<file path="config.mk">
export PLATFORM = sky130hd
export DESIGN_NAME = vmatrix_pg
export DESIGN_NICKNAME = d
export VERILOG_FILES = /design/src/rtl/vmx_pkg.sv /design/src/rtl/vmx_palette.sv /design/src/rtl/vmatrix_pg.sv
export SDC_FILE = /design/constraint.sdc
export NUM_CORES = 1
export LEC_CHECK = 0
export ABC_AREA = 0
export CORE_MARGIN = 2
export CORE_UTILIZATION = 45
export CTS_BUF_LIST = sky130_fd_sc_hd__clkbuf_4 sky130_fd_sc_hd__clkbuf_8 sky130_fd_sc_hd__clkbuf_16
export CTS_CLUSTER_DIAMETER = 50
export DETAILED_ROUTE_END_ITERATION = 7
export DONT_BUFFER_PORTS = 1
export PLACE_DENSITY_LB_ADDON = 0.08
export SLEW_MARGIN = 10
export SYNTH_ARGS = -nofsm -noshare
export SYNTH_HDL_FRONTEND = slang
export SYNTH_HIERARCHICAL = 1
export SYNTH_SLANG_ARGS = --single-unit
</file>
<file path="constraint.sdc">
create_clock -name DOTCLOCK -period 3.34 [get_ports DOTCLOCK]
set_input_delay 0.334 -clock DOTCLOCK [delete_from_list [all_inputs] [get_ports DOTCLOCK]]
set_output_delay 0.334 -clock DOTCLOCK [all_outputs]
set_load 0.005 [all_outputs]
</file>
<file path="src/rtl/vmx_pkg.sv">
// Shared constants for the vmatrix_pg text-mode pixel pipeline: register map,
// cursor modes, register reset values and the default 16-entry palette.
package vmx_pkg;

    localparam logic [1:0] REG_CURSOR  = 2'd0;
    localparam logic [1:0] REG_SHAPE   = 2'd1;
    localparam logic [1:0] REG_PALETTE = 2'd2;
    localparam logic [1:0] REG_CTRL    = 2'd3;

    typedef enum logic [1:0] {
        CM_OFF    = 2'b00,
        CM_STEADY = 2'b01,
        CM_BLINK  = 2'b10,
        CM_BLINK2 = 2'b11
    } curs_mode_t;

    localparam logic [15:0] CURSOR_RST = 16'h0071;
    localparam logic [15:0] CTRL_RST   = 16'h0000;

    // Entry i sits at slice [i]; colour bits are {R,RI,G,GI,B,BI}.
    localparam logic [15:0][5:0] PAL_DEFAULT = {
        6'h3F, 6'h3C, 6'h33, 6'h30, 6'h0F, 6'h0C, 6'h03, 6'h15,
        6'h2A, 6'h28, 6'h22, 6'h20, 6'h0A, 6'h08, 6'h02, 6'h00
    };

endpackage

</file>
<file path="src/rtl/vmx_palette.sv">
// 16x6 colour palette. With VMX_PALETTE_WR_EN it is a bus-writable RAM with a
// pixel read port and a bus read port; otherwise a constant ROM of PAL_DEFAULT.
module vmx_palette
    import vmx_pkg::*;
(
`ifdef VMX_PALETTE_WR_EN
    input  logic       clk,
    input  logic       rst,
    input  logic       we,
    input  logic [3:0] widx,
    input  logic [5:0] wdata,
    input  logic [3:0] bus_idx,
    output logic [5:0] bus_col,
`endif
    input  logic [3:0] pix_idx,
    output logic [5:0] pix_col
);

`ifdef VMX_PALETTE_WR_EN
    logic [15:0][5:0] mem;

    always_ff @(posedge clk) begin
        if (rst)     mem       <= PAL_DEFAULT;
        else if (we) mem[widx] <= wdata;
    end

    // Async reads: a write on the same edge as a lookup still shows the old entry.
    assign pix_col = mem[pix_idx];
    assign bus_col = mem[bus_idx];
`else
    assign pix_col = PAL_DEFAULT[pix_idx];
`endif

endmodule

</file>
<file path="src/rtl/vmatrix_pg.sv">
// Text-mode video matrix: serializes glyph rows into RGBI pixels with palette,
// cursor and attribute blink. Palette writability is selected by VMX_PALETTE_WR_EN.
module vmatrix_pg
    import vmx_pkg::*;
#(
    parameter int GLYPH_W    = 8,
    parameter int CURS_START = 14,
    parameter int CURS_END   = 15,
    parameter bit HSYNC_NEG  = 1'b1,
    parameter bit VSYNC_NEG  = 1'b1
) (
    input  logic        DOTCLOCK,
    input  logic        RST,
    input  logic        ph2,
    input  logic        sec_pulse,
    input  logic        DE,
    input  logic        HS,
    input  logic        VS,
    input  logic [4:0]  RA,
    input  logic        cursor,
    input  logic [15:0] VDI,
    input  logic [1:0]  REG_A,
    input  logic        W_REG,
    input  logic        R_REG,
    input  logic [15:0] DBI,
    output logic [15:0] DBO,
    output logic        hsync,
    output logic        vsync,
    output logic        R,
    output logic        RI,
    output logic        G,
    output logic        GI,
    output logic        B,
    output logic        BI
);

    logic [1:0]         w_det, r_det;
    logic               wr_go, rd_go;
    logic [3:0]         curs_col;
    curs_mode_t         curs_mode;
    logic [4:0]         c_start, c_end;
    logic [3:0]         pal_idx;
    logic [1:0]         ctrl;
    logic               sec_q, div, phase;
    logic [GLYPH_W-1:0] sr, load_val;
    logic [7:0]         attr;
    logic               cur_q;
    logic [3:0]         pix_idx;
    logic [5:0]         pix_col, rgb_q;
    logic               blank, cur_show, sec_rise;
    logic [15:0]        rd_val;
    logic               unused_dbi;

    assign unused_dbi = ^DBI[15:13];

    generate
        if (GLYPH_W == 9) begin : g_w9
            assign load_val = {VDI[7:0], ctrl[1] & VDI[0]};
        end else begin : g_w8
            assign load_val = VDI[7:0];
        end
    endgenerate

`ifdef VMX_PALETTE_WR_EN
    logic [5:0] bus_col;
    logic       pal_we;
    assign pal_we = wr_go && (REG_A == REG_PALETTE);
`endif

    vmx_palette u_pal (
`ifdef VMX_PALETTE_WR_EN
        .clk     (DOTCLOCK),
        .rst     (RST),
        .we      (pal_we),
        .widx    (DBI[11:8]),
        .wdata   (DBI[5:0]),
        .bus_idx (pal_idx),
        .bus_col (bus_col),
`endif
        .pix_idx (pix_idx),
        .pix_col (pix_col)
    );

    always_comb begin
        rd_val = 16'h0000;
        case (REG_A)
            REG_CURSOR:  rd_val = {8'h00, curs_col, 2'b00, curs_mode};
            REG_SHAPE:   rd_val = {3'b000, c_end, 3'b000, c_start};
`ifdef VMX_PALETTE_WR_EN
            REG_PALETTE: rd_val = {4'h0, pal_idx, 2'b00, bus_col};
`else
            REG_PALETTE: rd_val = {4'h0, pal_idx, 8'h00};
`endif
            default:     rd_val = {14'h0000, ctrl};
        endcase
    end

    assign sec_rise = sec_pulse & ~sec_q;
    assign cur_show = cur_q && (curs_mode != CM_OFF) && (RA >= c_start) && (RA <= c_end)
                      && ((curs_mode == CM_STEADY) || phase);

    always_comb begin
        blank   = ~DE;
        pix_idx = 4'h0;
        if (cur_show)
            pix_idx = curs_col;
        else if (ctrl[0]) begin
            // Attribute blink: bg[3] becomes a blink flag, only 8 background colours.
            if (sr[GLYPH_W-1] && !(attr[3] && !phase)) pix_idx = attr[7:4];
            else                                       pix_idx = {1'b0, attr[2:0]};
        end else
            pix_idx = sr[GLYPH_W-1] ? attr[7:4] : attr[3:0];
    end

    always_ff @(posedge DOTCLOCK) begin
        if (RST) begin
            w_det     <= 2'b00;
            r_det     <= 2'b00;
            wr_go     <= 1'b0;
            rd_go     <= 1'b0;
            curs_col  <= CURSOR_RST[7:4];
            curs_mode <= curs_mode_t'(CURSOR_RST[1:0]);
            c_start   <= 5'(CURS_START);
            c_end     <= 5'(CURS_END);
            pal_idx   <= 4'h0;
            ctrl      <= CTRL_RST[1:0];
            sec_q     <= 1'b0;
            div       <= 1'b0;
            phase     <= 1'b1;
            sr        <= '0;
            attr      <= 8'h00;
            cur_q     <= 1'b0;
            rgb_q     <= 6'h00;
            DBO       <= 16'h0000;
            hsync     <= HSYNC_NEG;
            vsync     <= VSYNC_NEG;
        end else begin
            w_det <= {w_det[0], W_REG};
            r_det <= {r_det[0], R_REG};
            wr_go <= (w_det == 2'b01);
            rd_go <= (r_det == 2'b01);

            if (rd_go) DBO <= rd_val;
            if (wr_go) begin
                case (REG_A)
                    REG_CURSOR: begin
                        curs_col  <= DBI[7:4];
                        curs_mode <= curs_mode_t'(DBI[1:0]);
                    end
                    REG_SHAPE: begin
                        c_end   <= DBI[12:8];
                        c_start <= DBI[4:0];
                    end
`ifdef VMX_PALETTE_WR_EN
                    REG_PALETTE: pal_idx <= DBI[11:8];
`endif
                    REG_CTRL:   ctrl <= DBI[1:0];
                    default: ;
                endcase
            end

            // Divider only runs in every-second-edge mode so it starts clean on entry.
            sec_q <= sec_pulse;
            if (curs_mode != CM_BLINK2) div <= 1'b0;
            else if (sec_rise)          div <= ~div;
            if (sec_rise && ((curs_mode != CM_BLINK2) || div)) phase <= ~phase;

            if (ph2) begin
                sr    <= DE ? load_val : '0;
                attr  <= DE ? VDI[15:8] : 8'h00;
                cur_q <= DE & cursor;
            end else
                sr <= {sr[GLYPH_W-2:0], 1'b0};

            rgb_q <= blank ? 6'h00 : pix_col;
            hsync <= HS ^ HSYNC_NEG;
            vsync <= VS ^ VSYNC_NEG;
        end
    end

    assign {R, RI, G, GI, B, BI} = rgb_q;

endmodule

</file>
# --- Yosys cells after proc, flatten, opt, wreduce, memory -nomap -nowiden ---
# Memories as Yosys holds them, arrays and structs flattened. A register that Yosys moved wholly into a read port is not among the register bits.
# Cells that the tools add are included.
word_totals:
  ff_bits: 62
  rom_bits: 96
  input_bits: 49
  out_inout_bits: 24
  elab_cells: 65
  mem_count: 1
classes:
  n_lt_le_gt_ge: 2
  n_eq_ne: 7
  mux: 8
  bitwise_logic: 9
  n_reduce_logical: 19
mem_list:
  columns: ["memory", "words", "width", "read_ports", "rd_ports_with_merged_regs", "wr", "line", "rtl"]
  rows:
  - ["(name not given)", 16, 6, 1, 1, 0, "vmx_palette.sv:31", "assign pix_col = PAL_DEFAULT[pix_idx];"]
ops:
  columns: ["op", "count"]
  rows:
  - ["13-bit case mux with 3 select lines", 1]
  - ["8-bit two-way mux", 3]
  - ["4-bit two-way mux", 4]
  - ["2-bit by 1-bit == test with 1-bit output, second input constant", 4]
  - ["1-bit logical AND", 7]
  - ["1-bit NOT", 7]
  - ["2-bit AND reduction", 3]
  - ["5-bit greater-or-equal comparator", 1]
  - ["5-bit less-or-equal comparator", 1]
  - ["2-bit == test, second input constant", 2]
  - ["2-bit OR reduction", 2]
  - ["3-bit OR reduction", 1]
  - ["1-bit AND", 2]
  - ["1-bit logical NOT", 2]
  - ["2-bit logical NOT", 1]
  - ["1-bit logical OR", 2]
  - ["2-bit inequality test, second input constant", 1]
  - ["2-bit nonzero test", 1]

# --- Longest topological paths before layout ---
depth:
  word_depth: 7
  ltp_mapped: 10
  ltp_nobuf: 10

# --- Modules after synthesis ---
# The synthesis kept the hierarchy.
by_module_without_submodules:
  columns: ["mod", "n_inst", "cells_per_inst", "area_each_um2", "seq_area_each_um2"]
  rows:
  - ["vmatrix_pg", 1, 295, 2718.9, 1301.2]
  - ["vmx_palette", 1, 9, 56.3, 0.0]

# --- Worst setup path before layout ---
# No wires, ideal clock.
synth_path:
  path_kind: "flip-flop to flip-flop"
  start: "reg c_end[2]"
  end: "reg rgb_q[2]"
  setup_time_ns: 0.115
  arrival_time_ns: 2.016
  required_time_ns: 3.225
  setup_slack_ns: 1.209
  stages_incl_launch_ff: 10
  path_buffers: 0
  period_less_slack_ns: 2.131
  cell_sequence: "dfxtp_1 > inv_1 > ha_1 > a211oi_2 > nor2_1 > o32ai_2 > o2111a_2 > mux2_2 > o21a_1 > and2_1"
synth_via:
  elab_chain_cells: 4
synth_lines:
  columns: ["item", "line", "rtl"]
  rows:
  - ["start: declaration", "vmatrix_pg.sv:41", "logic [4:0] c_start, c_end;"]
  - ["start signal: assignment", "vmatrix_pg.sv:124", "c_end <= 5'(CURS_END);"]
  - ["start signal: assignment", "vmatrix_pg.sv:151", "c_end <= DBI[12:8];"]
  - ["5-bit less-or-equal comparator", "vmatrix_pg.sv:99", "assign cur_show = cur_q && (curs_mode != CM_OFF) && (RA >= c_start) && (RA <= c_end)"]
  - ["1-bit logical AND", "vmatrix_pg.sv:99", null]
  - ["1-bit logical AND", "vmatrix_pg.sv:100", "&& ((curs_mode == CM_STEADY) || phase);"]
  - ["4-bit two-way mux", "vmatrix_pg.sv:105", "if (cur_show)"]
  - ["net pix_idx[1]", "vmatrix_pg.sv:48", "logic [3:0] pix_idx;"]
  - ["end: declaration", "vmatrix_pg.sv:49", "logic [5:0] pix_col, rgb_q;"]
# The timed path passes the listed nets, and every way through them passes these cells.
# A chain may end at the register's enable or synchronous reset.

# --- Final worst setup path ---
layout_path:
  start: "reg c_end[2]"
  end: "reg rgb_q[0]"
# The elaborated chain is that of the path after synthesis.

==> impl_metrics.env <==
export IMPL_ir_drop_mv=0.289
export IMPL_wl_met2_um=2420
export IMPL_yosysWarnings=6
export IMPL_cap_viol_max_count=0
export IMPL_worstHoldStart="RST"
export IMPL_cp_end_kind="register"
export IMPL_cts_sinks=65
export IMPL_fp_coreArea_mm2=0.00596
export IMPL_maxSlewViolCount=0
export IMPL_synth_edf_count=0
export IMPL_syn_inst=304
export IMPL_post_route_min_period_ps=2330
export IMPL_p_total_mw=1.52
export IMPL_synth_top_area_share_pct=46.9
export IMPL_timing_final_hold_violations=0
export IMPL_cts_setup_buffers=0
export IMPL_grt_pass1_vias=1898
export IMPL_dp_cells=359
export IMPL_htreeDepth=3
export IMPL_cts_resized=0
export IMPL_layout_cells_non_filler=374
export IMPL_worst_pin_slew_ps=792
export IMPL_switchingPower_mw=0.347
export IMPL_grt_max_degree=58
export IMPL_clock_power_share_pct=41.2
export IMPL_ios=73
export IMPL_met1_length_um=2710
export IMPL_worst_clock_skew_ps=5.16
export IMPL_io_buffers=0
export IMPL_ant_nets=0
export IMPL_nets=354
export IMPL_relSlewSlack_pct=47.1
export IMPL_wl_per_cell_um=15.4
export IMPL_internal_power_mw=1.17
export IMPL_grt_ovfl_total=0
export IMPL_yosysUniqueCellTypes=36
export IMPL_fp_dieW_um=82.5
export IMPL_synth_seq_cells=65
export IMPL_fin_crit_sh_pct=69.9
export IMPL_hold_buffers=0
export IMPL_p_leak_nw=1.16
export IMPL_clk_path_buf_depth=2
export IMPL_max_freq_ghz=0.428
export IMPL_worst_setup_path_start_kind="register"
export IMPL_hold_class="input port to register"
export IMPL_clock_latency_ps=340
export IMPL_layout_common_cells="65 x dfxtp_1, 38 x a21oi_1, 28 x nor2_1"
export IMPL_areaGrowthSynthToFinish_pct=6.18
export IMPL_power_density_mw_per_mm2=515
export IMPL_status="completed"
export IMPL_vias=2002
export IMPL_wl_met3_um=480
export IMPL_worstPathArrival_ps=2570
export IMPL_reg2reg_from="c_end[2]"
export IMPL_drive_gt1_share_pct=9.36
export IMPL_mappedNetlistArea_mm2=0.00278
export IMPL_cts_tree="yes"
export IMPL_seqPwrFrac_pct=53.7
export IMPL_placementRows=28
export IMPL_synth_area_top_cells="dfxtp_1 47%, a21oi_1 6.9%, nor2b_1 5.2%"
export IMPL_routed_wl_um=5740
export IMPL_n_antenna_cell=0
export IMPL_setup_viol_count_final=0
export IMPL_comb_power_share_pct=5.1
export IMPL_drt_iter0_markers=86
export IMPL_syn_area_per_cell_um2=9.13
export IMPL_yosysTopAreaCell="dfxtp_1"
export IMPL_fin_setup_tns_ps=0
export IMPL_clock_root_buffer="clkbuf_8"
export IMPL_dieArea_mm2=0.00681
export IMPL_hpwl_um=3920
export IMPL_cp_max_fo=4
export IMPL_grt_pass1_wl_um=9050
export IMPL_async_flop_share_pct=0
export IMPL_crit_type="register to register"
export IMPL_die_h_um=82.5
export IMPL_synth_top_flop_cell="dfxtp_1"
export IMPL_route_detailed_drc=0
export IMPL_critical_path_required_ps=3570
export IMPL_utilization_pct=49.5
export IMPL_rsz0062_at_grt="no"
export IMPL_path_clk_slew_ps=70
export IMPL_worstSetupStartpoint="c_end[2]"
export IMPL_cts_made_buffers=9
export IMPL_yosysSeqAreaShare_pct=46.9
export IMPL_final_common_cell="dfxtp_1"
export IMPL_grtUsageTotal_pct=18.0
export IMPL_highest_layer="met4"
export IMPL_start_util_pct=46.6
export IMPL_dr_pass1_iters=4
export IMPL_gp_congestion=0.762
export IMPL_vias_per_cell=5.35
export IMPL_antenna_found_initial=0
export IMPL_p_sw_share_pct=22.9
==> registers in the layout, indices dropped and copies added, names as in the netlist <==
| name | flops |
|---|---|
| DBO | 13 |
| attr | 8 |
| sr | 8 |
| rgb_q | 6 |
| c_end | 5 |
| c_start | 5 |
| curs_col | 4 |
| ctrl | 2 |
| curs_mode | 2 |
| r_det | 2 |
| w_det | 2 |
| cur_q | 1 |
| div | 1 |
| hsync | 1 |
| phase | 1 |
| rd_go | 1 |
| sec_q | 1 |
| vsync | 1 |
| wr_go | 1 |
==> area by class of cell <==
cell class | count | area, um^2
fill | 614 | 3010
clock inverter | 2 | 12.5
inverter | 11 | 41.3
timing repair buffer | 1 | 7.51
tap | 75 | 93.8
clock buffer | 13 | 173
multi-input combinational | 207 | 1320
sequential | 65 | 1300
==> per-stage QoR <==
step	hold WS, ps	worst slack (ps)	instance area, um^2
final	61.6	1010	2950
after global routing	51.9	801	2950
after CTS	54.4	987	2950
after detailed placement	372	1010	2760
after global placement	371	1030	2760
after floorplan	367	1210	2780
==> power groups by stage <==
stage               clock [mW]  sequential [mW]  combinational [mW]
CTS                      0.636            0.815              0.0793
floorplan                    0            0.824              0.0894
global placement             0            0.832              0.0770
detailed placement           0            0.832              0.0786
global route             0.671            0.817              0.0911
finish                   0.625            0.814              0.0781
==> worst max-delay path: stages (launching register included) <==
cell and delay [ps]:
dfxtp_1 330, inv_1 70, ha_1 300, a211oi_2 220, nor2_1 80, o32ai_2 210, o2111a_2 320, mux2_2 400
o21a_1 190, and2_1 120
==> Yosys cell counts (8+ instances only) <==
library cell  instances
nor2b_1              23
nor2_1               28
inv_1                11
a21oi_1              38
clkbuf_1             10
nand2b_1             14
nand3_1              19
ha_1                 10
nand2_1               9
mux2_2                8
dfxtp_1              65
==> final timing paths <==
check / to / cells after the start / slack, ps
max: rgb_q[0] / 9 / 1010
max reg2reg: rgb_q[0] / 9 / 1010
min reg2reg: wr_go / 1 / 380
min: attr[4] / 1 / 60
==> cells by family (layout without fill, tap and decap cells) <==
kind of cell / after synthesis / in the layout / synth area share [%]
compound gates: 66 / 66 / 15.3
xor+xnor: 2 / 2 / 0.631
fa+ha+maj: 10 / 10 / 4.51
buf+inv: 34 / 27 / 5.91
flops: 65 / 65 / 46.9
mux: 15 / 15 / 5.77
other cells: 1 / 3 / 0.135
simple gates: 111 / 111 / 20.9
==> layer usage <==
| metal | vias to the layer above | global-route usage (%) |
|---|---|---|
| met5 | - | 0 |
| met4 | 0 | 9.51 |
| met3 | 14 | 6.96 |
| met2 | 67 | 26.5 |
| met1 | 909 | 22.8 |
| li1 | 1012 | - |
No activity file was read; power rests on OpenSTA's default activity.
